## config.mk

```make
export PLATFORM = sky130hd
export DESIGN_NAME = spi_sample_scheduler_flat
export DESIGN_NICKNAME = d
export VERILOG_FILES = /design/src/rtl/spi_sample_scheduler_if.sv /design/src/rtl/spi_sample_scheduler.sv /design/src/flat_wrapper.sv
export SDC_FILE = /design/constraint.sdc
export NUM_CORES = 1
export LEC_CHECK = 0
export ABC_CLOCK_PERIOD_IN_PS = 1700
export CAP_MARGIN = 30
export CORE_AREA = 2 2 84 86
export CTS_CLUSTER_SIZE = 24
export DETAILED_ROUTE_END_ITERATION = 7
export DIE_AREA = 0 0 86 88
export MAX_ROUTING_LAYER = met4
export PLACE_DENSITY = 0.75
export SKIP_LAST_GASP = 1
export SLEW_MARGIN = 20
export SYNTH_ARGS = -nofsm -noshare
export SYNTH_HDL_FRONTEND = slang
export SYNTH_SLANG_ARGS = --single-unit
export TNS_END_PERCENT = 100
```

## constraint.sdc

```tcl
create_clock -name clk -period 1.7 [get_ports clk]
set_clock_uncertainty 0.2 [all_clocks]
set_input_delay 0.51 -clock clk [delete_from_list [all_inputs] [get_ports clk]]
set_output_delay 0.51 -clock clk [all_outputs]
set_load 0.05 [all_outputs]
```

## src/rtl/spi_sample_scheduler_if.sv

```systemverilog
// SPI engine handshake shared by the sample scheduler (master) and the shift engine (slave).
interface spi_sample_scheduler_if #(
   parameter int FRAME_W = 16
);
   logic               spi_start;
   logic [FRAME_W-1:0] spi_tx;
   logic               spi_busy;
   logic               spi_done;
   logic [FRAME_W-1:0] spi_rx;

   modport master (
      output spi_start, spi_tx,
      input  spi_busy, spi_done, spi_rx
   );

   modport slave (
      input  spi_start, spi_tx,
      output spi_busy, spi_done, spi_rx
   );
endinterface

```

## src/rtl/spi_sample_scheduler.sv

```systemverilog
// Periodic sensor-sample scheduler sharing one SPI engine with host configuration transfers.
// Optional macro OVERRUN_COUNT_EN adds a saturating 8-bit overrun counter output.
module spi_sample_scheduler #(
   parameter int                 SAMPLE_PERIOD = 405,
   parameter int                 FRAME_W       = 16,
   parameter logic [FRAME_W-1:0] SAMPLE_CMD    = 16'h8000
) (
   input  logic                  clk,
   input  logic                  rst_n,
   input  logic                  i_enable,
   input  logic                  i_cfg_req,
   input  logic [FRAME_W-1:0]    i_cfg_word,
   output logic                  o_cfg_ack,
   output logic [FRAME_W-1:0]    o_cfg_rdata,
   output logic                  o_sample_valid,
   output logic [FRAME_W-1:0]    o_sample_data,
   output logic                  o_sample_clk_out,
   output logic                  o_overrun,
`ifdef OVERRUN_COUNT_EN
   output logic [7:0]            o_overrun_cnt,
`endif
   spi_sample_scheduler_if.master spi
);

   localparam int                 TIMER_W = $clog2(SAMPLE_PERIOD);
   localparam logic [TIMER_W-1:0] LAST    = TIMER_W'(SAMPLE_PERIOD - 1);
   localparam logic [TIMER_W-1:0] HALF    = TIMER_W'(SAMPLE_PERIOD / 2);

   typedef enum logic [1:0] {IDLE, ISSUE, WAIT, DONE} state_t;
   typedef enum logic {GRANT_CFG, GRANT_SAMPLE} grant_t;

   state_t               r_state;
   grant_t               r_lastGrant;
   logic [TIMER_W-1:0]   r_timer;
   logic                 r_samplePending;
   logic                 r_overrun;
   logic                 r_sampleClk;
   logic                 r_spiStart;
   logic [FRAME_W-1:0]   r_spiTx;
   logic                 r_cfgAck;
   logic [FRAME_W-1:0]   r_cfgRdata;
   logic                 r_sampleValid;
   logic [FRAME_W-1:0]   r_sampleData;

   logic [TIMER_W-1:0]   w_timerNext;
   logic                 w_tick;
   logic                 w_sampleConsumed;
   logic                 w_grantCfg;

   assign w_tick           = i_enable && (r_timer == LAST);
   assign w_sampleConsumed = (r_state == DONE) && (r_lastGrant == GRANT_SAMPLE);

   always_comb begin
      w_timerNext = '0;
      if (i_enable && (r_timer != LAST))
         w_timerNext = r_timer + 1'b1;
   end

   // On a conflict the requester not served last time wins, so neither side starves.
   always_comb begin
      w_grantCfg = i_cfg_req;
      if (i_cfg_req && r_samplePending)
         w_grantCfg = (r_lastGrant == GRANT_SAMPLE);
   end

   always_ff @(posedge clk or negedge rst_n) begin
      if (!rst_n) begin
         r_timer     <= '0;
         r_sampleClk <= 1'b0;
      end else begin
         r_timer     <= w_timerNext;
         r_sampleClk <= i_enable && (w_timerNext < HALF);
      end
   end

   // A tick landing on the DONE cycle of a sample re-arms the request instead of counting as lost.
   always_ff @(posedge clk or negedge rst_n) begin
      if (!rst_n) begin
         r_samplePending <= 1'b0;
         r_overrun       <= 1'b0;
      end else begin
         r_overrun <= w_tick && r_samplePending && !w_sampleConsumed;
         if (!i_enable)
            r_samplePending <= 1'b0;
         else if (w_tick)
            r_samplePending <= 1'b1;
         else if (w_sampleConsumed)
            r_samplePending <= 1'b0;
      end
   end

   always_ff @(posedge clk or negedge rst_n) begin
      if (!rst_n) begin
         r_state       <= IDLE;
         r_lastGrant   <= GRANT_SAMPLE;
         r_spiStart    <= 1'b0;
         r_spiTx       <= '0;
         r_cfgAck      <= 1'b0;
         r_cfgRdata    <= '0;
         r_sampleValid <= 1'b0;
         r_sampleData  <= '0;
      end else begin
         r_cfgAck      <= 1'b0;
         r_sampleValid <= 1'b0;
         case (r_state)
            IDLE: begin
               if (i_cfg_req || r_samplePending) begin
                  r_lastGrant <= w_grantCfg ? GRANT_CFG : GRANT_SAMPLE;
                  r_spiTx     <= w_grantCfg ? i_cfg_word : SAMPLE_CMD;
                  r_spiStart  <= 1'b1;
                  r_state     <= ISSUE;
               end
            end
            ISSUE: begin
               if (spi.spi_busy) begin
                  r_spiStart <= 1'b0;
                  r_state    <= WAIT;
               end
            end
            WAIT: begin
               if (spi.spi_done) begin
                  if (r_lastGrant == GRANT_CFG) begin
                     r_cfgAck   <= 1'b1;
                     r_cfgRdata <= spi.spi_rx;
                  end else begin
                     r_sampleValid <= 1'b1;
                     r_sampleData  <= spi.spi_rx;
                  end
                  r_state <= DONE;
               end
            end
            DONE:    r_state <= IDLE;
            default: r_state <= IDLE;
         endcase
      end
   end

`ifdef OVERRUN_COUNT_EN
   logic [7:0] r_overrunCnt;

   always_ff @(posedge clk or negedge rst_n) begin
      if (!rst_n)
         r_overrunCnt <= 8'd0;
      else if (r_overrun && (r_overrunCnt != 8'hFF))
         r_overrunCnt <= r_overrunCnt + 8'd1;
   end

   assign o_overrun_cnt = r_overrunCnt;
`endif

   assign spi.spi_start      = r_spiStart;
   assign spi.spi_tx         = r_spiTx;
   assign o_cfg_ack          = r_cfgAck;
   assign o_cfg_rdata        = r_cfgRdata;
   assign o_sample_valid     = r_sampleValid;
   assign o_sample_data      = r_sampleData;
   assign o_sample_clk_out   = r_sampleClk;
   assign o_overrun          = r_overrun;

endmodule

```

## src/flat_wrapper.sv

```systemverilog
// flat-port wrapper written by rule: the top's interface ports become plain ports
module spi_sample_scheduler_flat 
#(
   parameter int                 SAMPLE_PERIOD = 405,
   parameter int                 FRAME_W       = 16,
   parameter logic [FRAME_W-1:0] SAMPLE_CMD    = 16'h8000
)
  (clk, rst_n, i_enable, i_cfg_req, i_cfg_word, o_cfg_ack, o_cfg_rdata, o_sample_valid, o_sample_data, o_sample_clk_out, o_overrun, spi_spi_start, spi_spi_tx, spi_spi_busy, spi_spi_done, spi_spi_rx);
  spi_sample_scheduler_if #(.FRAME_W(FRAME_W)) spi_i ();
  input  logic clk;
  input  logic rst_n;
  input  logic i_enable;
  input  logic i_cfg_req;
  input  logic [FRAME_W-1:0] i_cfg_word;
  output logic o_cfg_ack;
  output logic [FRAME_W-1:0] o_cfg_rdata;
  output logic o_sample_valid;
  output logic [FRAME_W-1:0] o_sample_data;
  output logic o_sample_clk_out;
  output logic o_overrun;
  output wire logic [$bits(spi_i.spi_start)-1:0] spi_spi_start;
  output wire logic [$bits(spi_i.spi_tx)-1:0] spi_spi_tx;
  input wire logic [$bits(spi_i.spi_busy)-1:0] spi_spi_busy;
  input wire logic [$bits(spi_i.spi_done)-1:0] spi_spi_done;
  input wire logic [$bits(spi_i.spi_rx)-1:0] spi_spi_rx;
  assign spi_spi_start = spi_i.spi_start;
  assign spi_spi_tx = spi_i.spi_tx;
  assign spi_i.spi_busy = spi_spi_busy;
  assign spi_i.spi_done = spi_spi_done;
  assign spi_i.spi_rx = spi_spi_rx;
  spi_sample_scheduler #(.SAMPLE_PERIOD(SAMPLE_PERIOD), .FRAME_W(FRAME_W), .SAMPLE_CMD(SAMPLE_CMD)) u_core (.clk(clk), .rst_n(rst_n), .i_enable(i_enable), .i_cfg_req(i_cfg_req), .i_cfg_word(i_cfg_word), .o_cfg_ack(o_cfg_ack), .o_cfg_rdata(o_cfg_rdata), .o_sample_valid(o_sample_valid), .o_sample_data(o_sample_data), .o_sample_clk_out(o_sample_clk_out), .o_overrun(o_overrun), .spi(spi_i));
endmodule
```

**Word-level counts from Yosys, hierarchy flattened**

Cells that the tools add are included.

- Shift operators: 0
- Equal/unequal tests: 9
- Muxes and demuxes: 20
- Div/mod/pow operators: 0
- $lt $le $gt $ge: 1
- Multipliers: 0
- Bitwise gates (word level): 1
- Reduce and logical (&&, ||, !) cells: 16
- Add/subtract/negate cells: 1

Operators by type and width:

| operator | count |
|---|---|
| 2-to-1 mux 16 bit | 1 |
| 2-to-1 mux 1 bit | 13 |
| AND reduction 3 bit | 4 |
| adder 9 x 1 -> 9 bit (second input constant) | 1 |
| == test 9 bit (second input constant) | 1 |
| less-than comparator 9 x 8 -> 1 bit (second input constant) | 1 |
| 2-to-1 mux 9 bit | 1 |
| != test 9 bit (second input constant) | 1 |
| one-hot mux 2 bit (4 select lines) | 1 |
| logical AND 1 bit | 7 |
| 2-to-1 mux 2 bit | 3 |
| == test 2 bit (second input constant) | 2 |
| != test 2 bit (second input constant) | 2 |
| != test 3 x 1 -> 1 bit (second input constant) | 1 |
| == test 2 x 1 -> 1 bit (second input constant) | 1 |
| logical NOT 2 bit | 1 |
| != test 2 x 1 -> 1 bit (second input constant) | 1 |
| one-hot mux 1 bit (2 select lines) | 1 |
| AND reduction 2 bit | 1 |
| nonzero test 2 bit | 1 |
| logical NOT 1 bit | 1 |
| logical OR 1 bit | 1 |
| inverter 1 bit | 1 |

- Memory bits (writable): 0
- ROM bits: 0
- Bits in registers: 66
- Memories: 0
- Latch bits: 0
- Output and inout port bits: 53
- Logic and storage cells: 60
- Input port bits: 38

**Depth between registers and ports, before layout**

- Depth after elaboration: 5
- Depth in mapped cells: 7
- Gate-level depth less buffers: 7

**Worst setup path before layout**

OpenSTA, ideal clock, no wires.

- Path kind: register -> register
- Start: register u_core.r_state[0]
- End: register u_core.r_sampleData[10], in the netlist u_core.o_sample_data[10]
- Cell stages (with the launch flop): 6
- Required time: 1375 ps
- Library setup time: 125 ps
- Buffers on the path: 1
- Clock period less this slack: 1707 ps
- Arrival time: 1383 ps
- Setup slack: -7 ps
- Path through: dfrtp_1 > inv_1 > ha_1 > nand3_2 > buf_2 > mux2_2

- Longest elaborated chain between the ends: 2

RTL lines:

| element | line | source |
|---|---|---|
| from (decl) | spi_sample_scheduler.sv:32 | `state_t r_state;` |
| from (signal assigned) | spi_sample_scheduler.sv:94 | `r_state <= IDLE;` |
| from (signal assigned) | spi_sample_scheduler.sv:111 | `r_state <= ISSUE;` |
| from (signal assigned) | spi_sample_scheduler.sv:117 | `r_state <= WAIT;` |
| == test 2 bit | spi_sample_scheduler.sv:105 | `case (r_state)` |
| AND reduction 3 bit (no line) | n/a |  |
| to (signal assigned) | spi_sample_scheduler.sv:127 | `r_sampleData <= spi.spi_rx;` |
| to (decl) | spi_sample_scheduler.sv:43 | `logic [FRAME_W-1:0] r_sampleData;` |

Every way passes these cells.
A chain may end at the register's enable or synchronous reset.

**Worst setup path after layout**

- Start: register u_core.r_timer[0]
- End: register u_core.r_sampleClk, in the netlist u_core.o_sample_clk_out

- Longest elaborated chain between the ends: 5
- Elaborated cells on any way between the ends: 6
- Those cells by class: add/sub (1); order compare (1); eq/ne (1); mux (1); reduce/logical (2)

RTL lines:

| element | line | source |
|---|---|---|
| from (decl) | spi_sample_scheduler.sv:34 | `logic [TIMER_W-1:0] r_timer;` |
| from (signal assigned) | spi_sample_scheduler.sv:71 | `r_timer <= w_timerNext;` |
| parallel branches: the longest is 2 deep, another holds adder 9 x 1 -> 9 bit | n/a |  |
| 2-to-1 mux 9 bit * | spi_sample_scheduler.sv:55 | `if (i_enable && (r_timer != LAST))` |
| net u_core.w_timerNext[3] | spi_sample_scheduler.sv:45 | `logic [TIMER_W-1:0] w_timerNext;` |
| less-than comparator 9 x 8 -> 1 bit * | spi_sample_scheduler.sv:72 | `r_sampleClk <= i_enable && (w_timerNext < HALF);` |
| logical AND 1 bit * | spi_sample_scheduler.sv:72 |  |
| to (signal assigned) | spi_sample_scheduler.sv:72 |  |
| to (decl) | spi_sample_scheduler.sv:37 | `logic r_sampleClk;` |

Mark *: on every way through the listed nets, which the timed path passes.

==> impl_results.md <==
- Run status: finished, violations left
- Violations in the final reports: setup timing
- First-pass detailed-route iteration total: 4
- Count of unresolved DRC violations after routing: 0
- FFs w/ async S/R, synth: 1.00
- Maxcap violations: 0
- Starting Density: 0.402
- Dominant combinational cell family by area after synthesis: simple AND/OR/NAND/NOR gates
- Count of non-filler cells in the finished layout: roughly 430
- Clock slew at reported path FFs: 70 ps
- Data required time at the worst endpoint: 1760 ps
- Net total in the final layout: 387
- Post-synthesis sequential element count: 66
- DRT iter0 DRCs: 55
- Final count of pins violating max slew: 0
- Overall power consumption: 9.83 mW
- Y dimension of the die: 88 um
- Number of standard cells after synthesis: 224
- Number of warning messages in the yosys log: 0
- Area share of and/or/nand/nor cells after synthesis: 0.140
- Final wirelength: 6560 um
- Crit path cell chain: inv_1 > ha_2 > nand4b_4 > o21ai_4 > nor2_2 > a21o_1 > a31oi_1
- Startpoint Class: flop
- Routed vias/inst: 4.89
- Remaining Overflow, GRT: 0
- Proportion of synthesized chip area in sequential cells: 0.618
- Slew @ Worst Pin: 361 ps
- Highest clock rate: 0.586 GHz
- HPWL Detailed: 4680 um
- Ratio of cells with drive above 1 in the final layout: 0.359
- Static leakage power: about 2.1 nW
- Primary flip-flop cell chosen by synthesis mapping: sky130_fd_sc_hd__dfrtp_1
- Vias: 2,095
- Minimum clock period after layout: 1710 ps
- Routability-driven placement congestion ratio: around 0.78
- Largest fanout of any net on the critical path: 4
- Post-synthesis compound-gate area fraction: 0.102
- CTS Buffer Depth: 2
- Die Width: 86 um
- Crit path largest cell delay: 420 ps
- Count of different cell masters after synthesis: 35
- Number of placement rows: 30
- Kind of path behind the tightest hold check: reg -> reg
- Die area: approximately 7600 um^2
- Placed insts: 407
- Cell with the largest stage delay on the worst path: sky130_fd_sc_hd__dfrtp_1
- Via count of the first global-routing pass: 2,205
- Worst Path Arrival: 1760 ps
- Synth-to-layout area growth: 73.4%
- RSZ-0062 raised after global routing: true
- Worst setup timing slack at the placement stage: -313 ps
- Netlist Area Pre-Place: 2670 um^2
- Final period util: 1.00
- Max transition margin: 0.759
- Worst-Skew Late Latency: 340 ps
- Post-layout util: 0.698
- Total inserted antenna cells: 0
- Cts bufs inserted: 9
- Number of hold violations in the final report: 0
- TritonCTS clock tree: built
- Adder and majority gate portion of the synthesized area: 0.0281
- # clock sinks: 66
- Number of routed nets with antenna violations: 0
- Port Buffer Count: 90
- Overall track demand over capacity in global routing: 0.188
- First-pass GRT wire length: 10,600 um
- Cell class contributing the biggest share of worst-path delay: compound AO/OA/AOI/OAI gates
- Post-route worst hold slack: 341 ps
- Core area: 6640 um^2
- Multiplexer share of the synthesized area: 0.0674
- Root buffer cell: sky130_fd_sc_hd__clkbuf_8
- Classification of the worst setup path: reg -> reg
- Setup-violating endpoint count in the final report: 1
- Final worst setup slack: -6.54 ps
- Maximum number of pins on one net before global-route repair: 67
- Synthesized area per cell: 11.9 um^2
- Category of the worst setup path capture point: flop
- CTS H-tree lvls: 3
- Power per Cell Area: approximately 2100 nW/um^2
- Count of boundary I/O pins: slightly above 90
- Post-synthesis net count: 268
- EDFF count, synth: 0
- Number of buffers and inverters on the critical path: 1
- Maximum resistive drop on vdd: 0.00127 V
- Routed len/inst: 15.3 um
- Antenna violations before repair: 0
- Xor and xnor area share after synthesis: 0.0197
[kinds of logic (layout without fill, tap and decap cells)]
kind of cell / count (synthesis) / count (layout)
AO/OA/AOI/OAI: 35 / 35
adder cells (fa/ha/maj): 6 / 6
buffers and inverters: 16 / 140
XOR/XNOR: 6 / 6
flip-flops: 66 / 66
multiplexers: 16 / 16
AND/OR/NAND/NOR: 79 / 79
[layout make-up]
| type | instances | area (um^2) |
|---|---|---|
| timing repair buffer | 114 | 1650 |
| clock buffer | 9 | 124 |
| multi-input combinational | 142 | 1000 |
| sequential | 66 | 1650 |
| fill | 455 | 2010 |
| clock inverter | 7 | 70.1 |
| inverter | 10 | 37.5 |
| tap | 80 | 100 |
[Yosys cell counts (4+ instances only)]
cell / count / area (um^2)
sky130_fd_sc_hd__inv_1: 9 / 33.8
sky130_fd_sc_hd__dfrtp_1: 65 / 1630
sky130_fd_sc_hd__a22o_1: 16 / 140
sky130_fd_sc_hd__nand2_1: 54 / 203
sky130_fd_sc_hd__nor2_1: 9 / 33.8
sky130_fd_sc_hd__o21ai_0: 5 / 25.0
sky130_fd_sc_hd__ha_1: 6 / 75.1
sky130_fd_sc_hd__buf_2: 4 / 20.0
sky130_fd_sc_hd__mux2_2: 16 / 180
[where the power goes]
group          total (mW)  switching (mW)  leakage (nW)  internal [mW]
sequential           2.87           0.678         0.829           2.19
combinational        5.69            2.85          1.23           2.84
clock                1.28           0.611        0.0873          0.670
total                9.83            4.14          2.15           5.70
[worst min-delay path: cells and delay by family, from the launching register on]
kind / cells / cell delay, ps
DFF: 1 / 390
and+or+nand+nor: 2 / 120
[per-stage QoR]
step / cell area, um^2 / TNS (ps)
4_1_cts: 4570 / 0
3_5_place_dp: 4350 / -9240
2_1_floorplan: 2680 / 0
5_1_grt: 4640 / -449
6_report: 4640 / -6.54
3_3_place_gp: 4350 / -8280
[registers in the layout, summed over array words and instances (netlist names)]
name and count:
u_core.spi.spi_start 1, u_core.r_samplePending 1, u_core.o_sample_valid 1, u_core.r_state 2, u_core.o_cfg_ack 1, u_core.o_cfg_rdata 16
u_core.r_timer 9, u_core.o_overrun 1, u_core.o_sample_clk_out 1, u_core.r_lastGrant 1, u_core.o_sample_data 16, u_core.spi.spi_tx 16
[per-layer routing]
layer | part of all wire | wire (um) | GRT usage
met3 | 0.056 | 367 | 0.0631
met5 | 0 | 0 | -
met2 | 0.51 | 3370 | 0.301
met1 | 0.42 | 2740 | 0.227
met4 | 0.011 | 73 | 0.0563
[cell usage in the layout, fill, tap and decap left out, drive strengths merged, types with 3 or more instances in the layout]
cell type,n
buf,77
dfrtp,65
nand2,54
clkdlybuf4s50,36
mux2,16
a22o,16
nor2,10
inv,9
clkbuf,9
o21ai,7
ha,6
nand3,5
a21oi,5
clkinvlp,4
xnor2,3
xor2,3
clkinv,3
[path summary, 6_finish.rpt]
check,cells past startpoint,slack [ps],start,end
min in group asynchronous,3,490,rst_n,u_core.o_sample_data[15]
setup reg to reg,7,-7,u_core.r_timer[0],u_core.o_sample_clk_out
setup / recovery,7,-7,u_core.r_timer[0],u_core.o_sample_clk_out
hold / removal,2,340,u_core.o_cfg_rdata[0],u_core.o_cfg_rdata[0]
max in group asynchronous,3,450,rst_n,u_core.r_lastGrant
hold reg to reg,2,340,u_core.o_cfg_rdata[0],u_core.o_cfg_rdata[0]
[repair_timing]
item | CTS | global route
resized for setup | 1 | 8
endpoints found under the hold margin | 65 | 0
setup endpoints to repair | 1 | 42
buffers inserted | 2 | 2
pin swaps | 1 | 1
hold buffers | 1 | 0
Power figures use the tool's default switching activity.
==> RTL edit 1 (same settings) <==
Add an input register stage for `i_cfg_req` and `i_cfg_word`, cleared by the reset; this delays them by one clock. The other inputs are not delayed to match.
--- a/src/rtl/spi_sample_scheduler.sv
+++ b/src/rtl/spi_sample_scheduler.sv
@@ -30,4 +30,17 @@
    typedef enum logic {GRANT_CFG, GRANT_SAMPLE} grant_t;
 
+   logic i_cfg_req_q;
+   logic [FRAME_W-1:0] i_cfg_word_q;
+
+   always_ff @(posedge clk or negedge rst_n) begin
+      if (!rst_n) begin
+         i_cfg_req_q  <= '0;
+         i_cfg_word_q <= '0;
+      end else begin
+         i_cfg_req_q  <= i_cfg_req;
+         i_cfg_word_q <= i_cfg_word;
+      end
+   end
+
    state_t               r_state;
    grant_t               r_lastGrant;
@@ -59,6 +72,6 @@
    // On a conflict the requester not served last time wins, so neither side starves.
    always_comb begin
-      w_grantCfg = i_cfg_req;
-      if (i_cfg_req && r_samplePending)
+      w_grantCfg = i_cfg_req_q;
+      if (i_cfg_req_q && r_samplePending)
          w_grantCfg = (r_lastGrant == GRANT_SAMPLE);
    end
@@ -105,7 +118,7 @@
          case (r_state)
             IDLE: begin
-               if (i_cfg_req || r_samplePending) begin
+               if (i_cfg_req_q || r_samplePending) begin
                   r_lastGrant <= w_grantCfg ? GRANT_CFG : GRANT_SAMPLE;
-                  r_spiTx     <= w_grantCfg ? i_cfg_word : SAMPLE_CMD;
+                  r_spiTx     <= w_grantCfg ? i_cfg_word_q : SAMPLE_CMD;
                   r_spiStart  <= 1'b1;
                   r_state     <= ISSUE;
Check against the original RTL: not equivalent (a bounded check fails within 4 cycles, from zero or initial values and one cycle with rst_n low).
==> RTL edit 1 against the original RTL <==
Wire length increased by 12%; worst setup slack worse by 0.12 ns; sequential power is 16% higher; global-route usage up 1.8 points; synthesized area is 16% higher; the flow still finishes with violations (negative setup slack); first-iteration DRC count grew 82%; fmax decreased by 6.4%; critical path type unchanged; total power grew 8.7%; worst hold slack got worse by 0.081 ns; cell count shrank 2.1%; via count increased by 5.1%; cell area grew 11%; sequential cell count grew 17.
==> RTL edit 1: results (changes against the original RTL) <==
Global route
  – Total track usage: 0.206 (was 0.188)
  – First-pass GRT wire length: 11400 um (was 10600 um)
  – Largest net degree at the start of global routing: 28 (was 67)

Detailed routing
  – Initial drt markers: 100 (was 55)
  – Vias: 2201 (was 2095)
  – WL per Instance: 17.6 um (was 15.3 um)
  – Vias per cell: 5.25 (was 4.89)

Power
  – Flop+latch power: 3.34 mW (was 2.87 mW)
  – Max VDD drop: 1400 uV (was 1270 uV)
  – P_leak: 2.36 nW (was 2.15 nW)
  – Net Sw Frac: 0.403 (was 0.421)
  – Clk. pwr: 1.34 mW (was 1.28 mW)

Synth
  – Yosys warns: 0 (unchanged)
  – Sequential share of the synthesized area: 0.670 (was 0.618)
  – Main area contributors after synthesis: dfrtp_1, mux2_2, a22o_1 (was dfrtp_1, nand2_1, mux2_2)
  – Netlist cell types: 34 (was 35)
  – Post-Syn Area: 3100 um2 (was 2670 um2)
  – Synth top cells by count: dfrtp_1, mux2_2, a22o_1 (was dfrtp_1, nand2_1, a22o_1, mux2_2)
  – Mapped Avg Cell Area: 14.6 um2 (was 11.9 um2)
  – Syn nets: 257 (was 268)

Placement
  – Final HPWL DP: 5210 um (was 4680 um)
  – Placed cell count: 400 (was 407)

Timing
  – Final worst setup slack: -0.124 ns (was -0.00654 ns)
  – Slew HR: 0.749 (was 0.759)
  – Count of final setup violators: 16 (was 1)

Final layout
  – Nets: 379 (was 387)
  – Layout cells sized above 1: 0.407 (was 0.359)

Outcome
  – Failing checks: negative setup slack (unchanged)
  – Status: complete, but fails checks (unchanged)

Setup path
  – Crit path max fanout: 5 (was 4)
  – Crit path DAT: 1.83 ns (was 1.76 ns)
  – Cell family with most CP delay: simple AND/OR/NAND/NOR gates (was compound AO/OA/AOI/OAI gates)
  – Max stage delay on crit path: 0.40 ns (was 0.42 ns)
==> RTL edit 1: changes by cell type in the layout (fill, tap and decap cells not counted), moves of 3 or more <==
cell and delta:
inv_1 +3, dfrtp_1 +17, mux2_2 +16, nand2_1 -47, buf_12 +3
==> RTL edit 1: metal layers <==
metal,global-route usage,wire length (um)
met5,-,0
met2,0.341,3870
met1,0.250,3000
met3,0.0490,371
met4,0.0693,140
==> RTL edit 1: path summary, 6_finish.rpt <==
kind                                              from  cells past startpoint  slack, ns                  endpoint
min in group asynchronous                        rst_n                      2       0.42     u_core.spi.spi_tx[10]
worst max register to register       u_core.r_timer[0]                      5      -0.12   u_core.o_sample_clk_out
worst min register to register  u_core.i_cfg_word_q[4]                      1       0.26      u_core.spi.spi_tx[4]
worst max-delay path                 u_core.r_timer[0]                      5      -0.12   u_core.o_sample_clk_out
worst min-delay path            u_core.i_cfg_word_q[4]                      1       0.26      u_core.spi.spi_tx[4]
max in group asynchronous                        rst_n                      3       0.41  u_core.o_sample_data[13]
==> RTL edit 1: cells by family (layout without fill, tap and decap cells) <==
logic type,count (synthesis),in the layout,share of synthesized area
AOI/OAI and AO/OA,35,35,0.0924
adders and majority gates,6,6,0.0242
buffers and inverters,17,143,0.0218
xor gates and xnor gates,5,5,0.0141
DFF,83,83,0.670
muxes,32,32,0.116
and+or+nand+nor,35,35,0.0609
==> RTL edit 1: what timing repair did <==
| action | in CTS | in global routing |
|---|---|---|
| endpoints found under the setup margin | 22 | 45 |
| gates cloned | 0 | 1 |
| hold buffers | 1 | 0 |
| buffers inserted | 1 | 1 |
| hold endpoints to repair | 19 | 0 |
| resized for setup | 4 | 7 |
==> RTL edit 1: per-stage QoR <==
| stage | setup TNS, ns | setup WS [ns] | utilization | power, mW | cell area (um2) |
|---|---|---|---|---|---|
| after CTS | -0.132 | -0.0901 | 0.763 | 10.6 | 5070 |
| after floorplan | -1.78 | -0.0937 | - | 5.96 | 3120 |
| after global routing | -1.77 | -0.188 | 0.775 | 11.1 | 5150 |
| after global placement | -7.96 | -0.230 | 0.731 | 9.16 | 4850 |
| final | -0.287 | -0.124 | 0.775 | 10.7 | 5150 |
| after detailed placement | -8.70 | -0.262 | 0.731 | 9.28 | 4850 |
==> RTL edit 1: cell type report <==
class / count / area [um2]
Clock inverter: 5 / 55.1
Clock buffer: 10 / 128
Timing Repair Buffer: 116 / 1720
Sequential cell: 83 / 2080
Fill cell: 373 / 1490
Multi-Input combinational cell: 113 / 1020
Tap cell: 80 / 100
Inverter: 12 / 45.0
==> RTL edit 1: worst reg2reg max path, cell delays in order (launching register included) <==
cell	delay (ns)
dfrtp_1	0.40
ha_2	0.26
nand3_2	0.14
or3_1	0.39
a21oi_2	0.21
a311oi_1	0.11
==> RTL edit 2 (config.mk and constraints unchanged) <==
Without the edit above. `SAMPLE_PERIOD` is set to 405 in 2 places; all go to 810.
--- a/src/rtl/spi_sample_scheduler.sv
+++ b/src/rtl/spi_sample_scheduler.sv
@@ -2,5 +2,5 @@
 // Optional macro OVERRUN_COUNT_EN adds a saturating 8-bit overrun counter output.
 module spi_sample_scheduler #(
-   parameter int                 SAMPLE_PERIOD = 405,
+   parameter int                 SAMPLE_PERIOD = 810,
    parameter int                 FRAME_W       = 16,
    parameter logic [FRAME_W-1:0] SAMPLE_CMD    = 16'h8000
--- a/src/flat_wrapper.sv
+++ b/src/flat_wrapper.sv
@@ -2,5 +2,5 @@
 module spi_sample_scheduler_flat 
 #(
-   parameter int                 SAMPLE_PERIOD = 405,
+   parameter int                 SAMPLE_PERIOD = 810,
    parameter int                 FRAME_W       = 16,
    parameter logic [FRAME_W-1:0] SAMPLE_CMD    = 16'h8000
Behaviour: same outputs for any inputs over 10 cycles, from zero or initial values and one cycle with rst_n low; that may be too few to reach the edited logic, so the function may still have changed.
==> RTL edit 2 against the original RTL <==
The run still ends with negative setup slack left; sequential cell count increased by 1; total power barely moved; die area is the same; cell count up 3.3%; sequential share of layout area shrank 0.67 points; sequential power about the same; synthesized area up 4.3%; wire length rose by 4.2%; cell area is 3.7% higher; worst setup slack worse by 0.17 ns; critical endpoint unchanged.
==> RTL edit 2: results (changes against the original RTL) <==
Outcome
  – Status: complete, but fails checks (unchanged)
  – Failing checks: negative setup slack (unchanged)

Placement
  – GPL Wtd Cong: 0.799 (was 0.784)
  – Placed cell areas: 4510 um2 (was 4350 um2)
  – Final HPWL DP: 4860 um (was 4680 um)
  – Placed cell count: 423 (was 407)

Detailed routing
  – WL per Instance: 15.5 um (was 15.3 um)

Timing
  – Hold slack: 0.341 ns (about the same)
  – Setup tns final: -0.174 ns (was -0.00654 ns)
  – Count of final setup violators: 1 (unchanged)
  – Final worst setup slack: -0.174 ns (was -0.00654 ns)

Final layout
  – Nets: 402 (was 387)
  – # clk buffers: 11 (was 9)
  – Multi-input gates: 154 (was 142)
  – Non-CTS buffers: 118 (was 114)
  – Register Area: 1680 um2 (was 1650 um2)
  – Fraction of area in multi-input gates: 0.227 (was 0.217)
  – Area Overhead vs Synth: 72.4% (was 73.4%)
  – Core Util, Final: 0.724 (was 0.698)
  – Seq_cells: 67 (was 66)

Global route
  – First-pass GRT wire length: 11200 um (was 10600 um)

Clock network
  – Setup Buffers After CTS: 0 (was 2)

Synth
  – Instance count of the mapped netlist: 239 (was 224)
  – Synth top cells by count: dfrtp_1, nand2_1, mux2_2 (was dfrtp_1, nand2_1, a22o_1, mux2_2)
  – Netlist cell types: 41 (was 35)

Power
  – PwrDens: 2050 nW/um2 (was 2120 nW/um2)
  – Net Sw Frac: 0.414 (was 0.421)
RTL edit 2: cell count changes after synthesis, sizes merged, moves of 2 or more:
cell	before	now
nand2	54	56
a21oi	5	3
nand2b	0	2
nor2b	2	6
and3b	0	2
buf	4	8
a31oi	2	0
inv	9	7
nand3	5	7
RTL edit 2: per-layer routing:
metal	global-route usage	up-vias	wire, um
li1	-	1045	-
met1	0.242	1066	2860
met2	0.316	53	3590
met3	0.0509	7	308
met4	0.0736	0	74
met5	-	-	0
RTL edit 2: cells by family (layout without fill, tap and decap cells):
| kind of cell | after synthesis | count (layout) | share of synthesized area |
|---|---|---|---|
| AO/OA/AOI/OAI | 34 | 34 | 0.0947 |
| flip-flops | 67 | 67 | 0.602 |
| AND/OR/NAND/NOR | 90 | 90 | 0.153 |
| buffers and inverters | 18 | 141 | 0.0341 |
| XOR/XNOR | 7 | 7 | 0.0220 |
| multiplexers | 17 | 17 | 0.0682 |
| adder cells (fa/ha/maj) | 6 | 6 | 0.0269 |
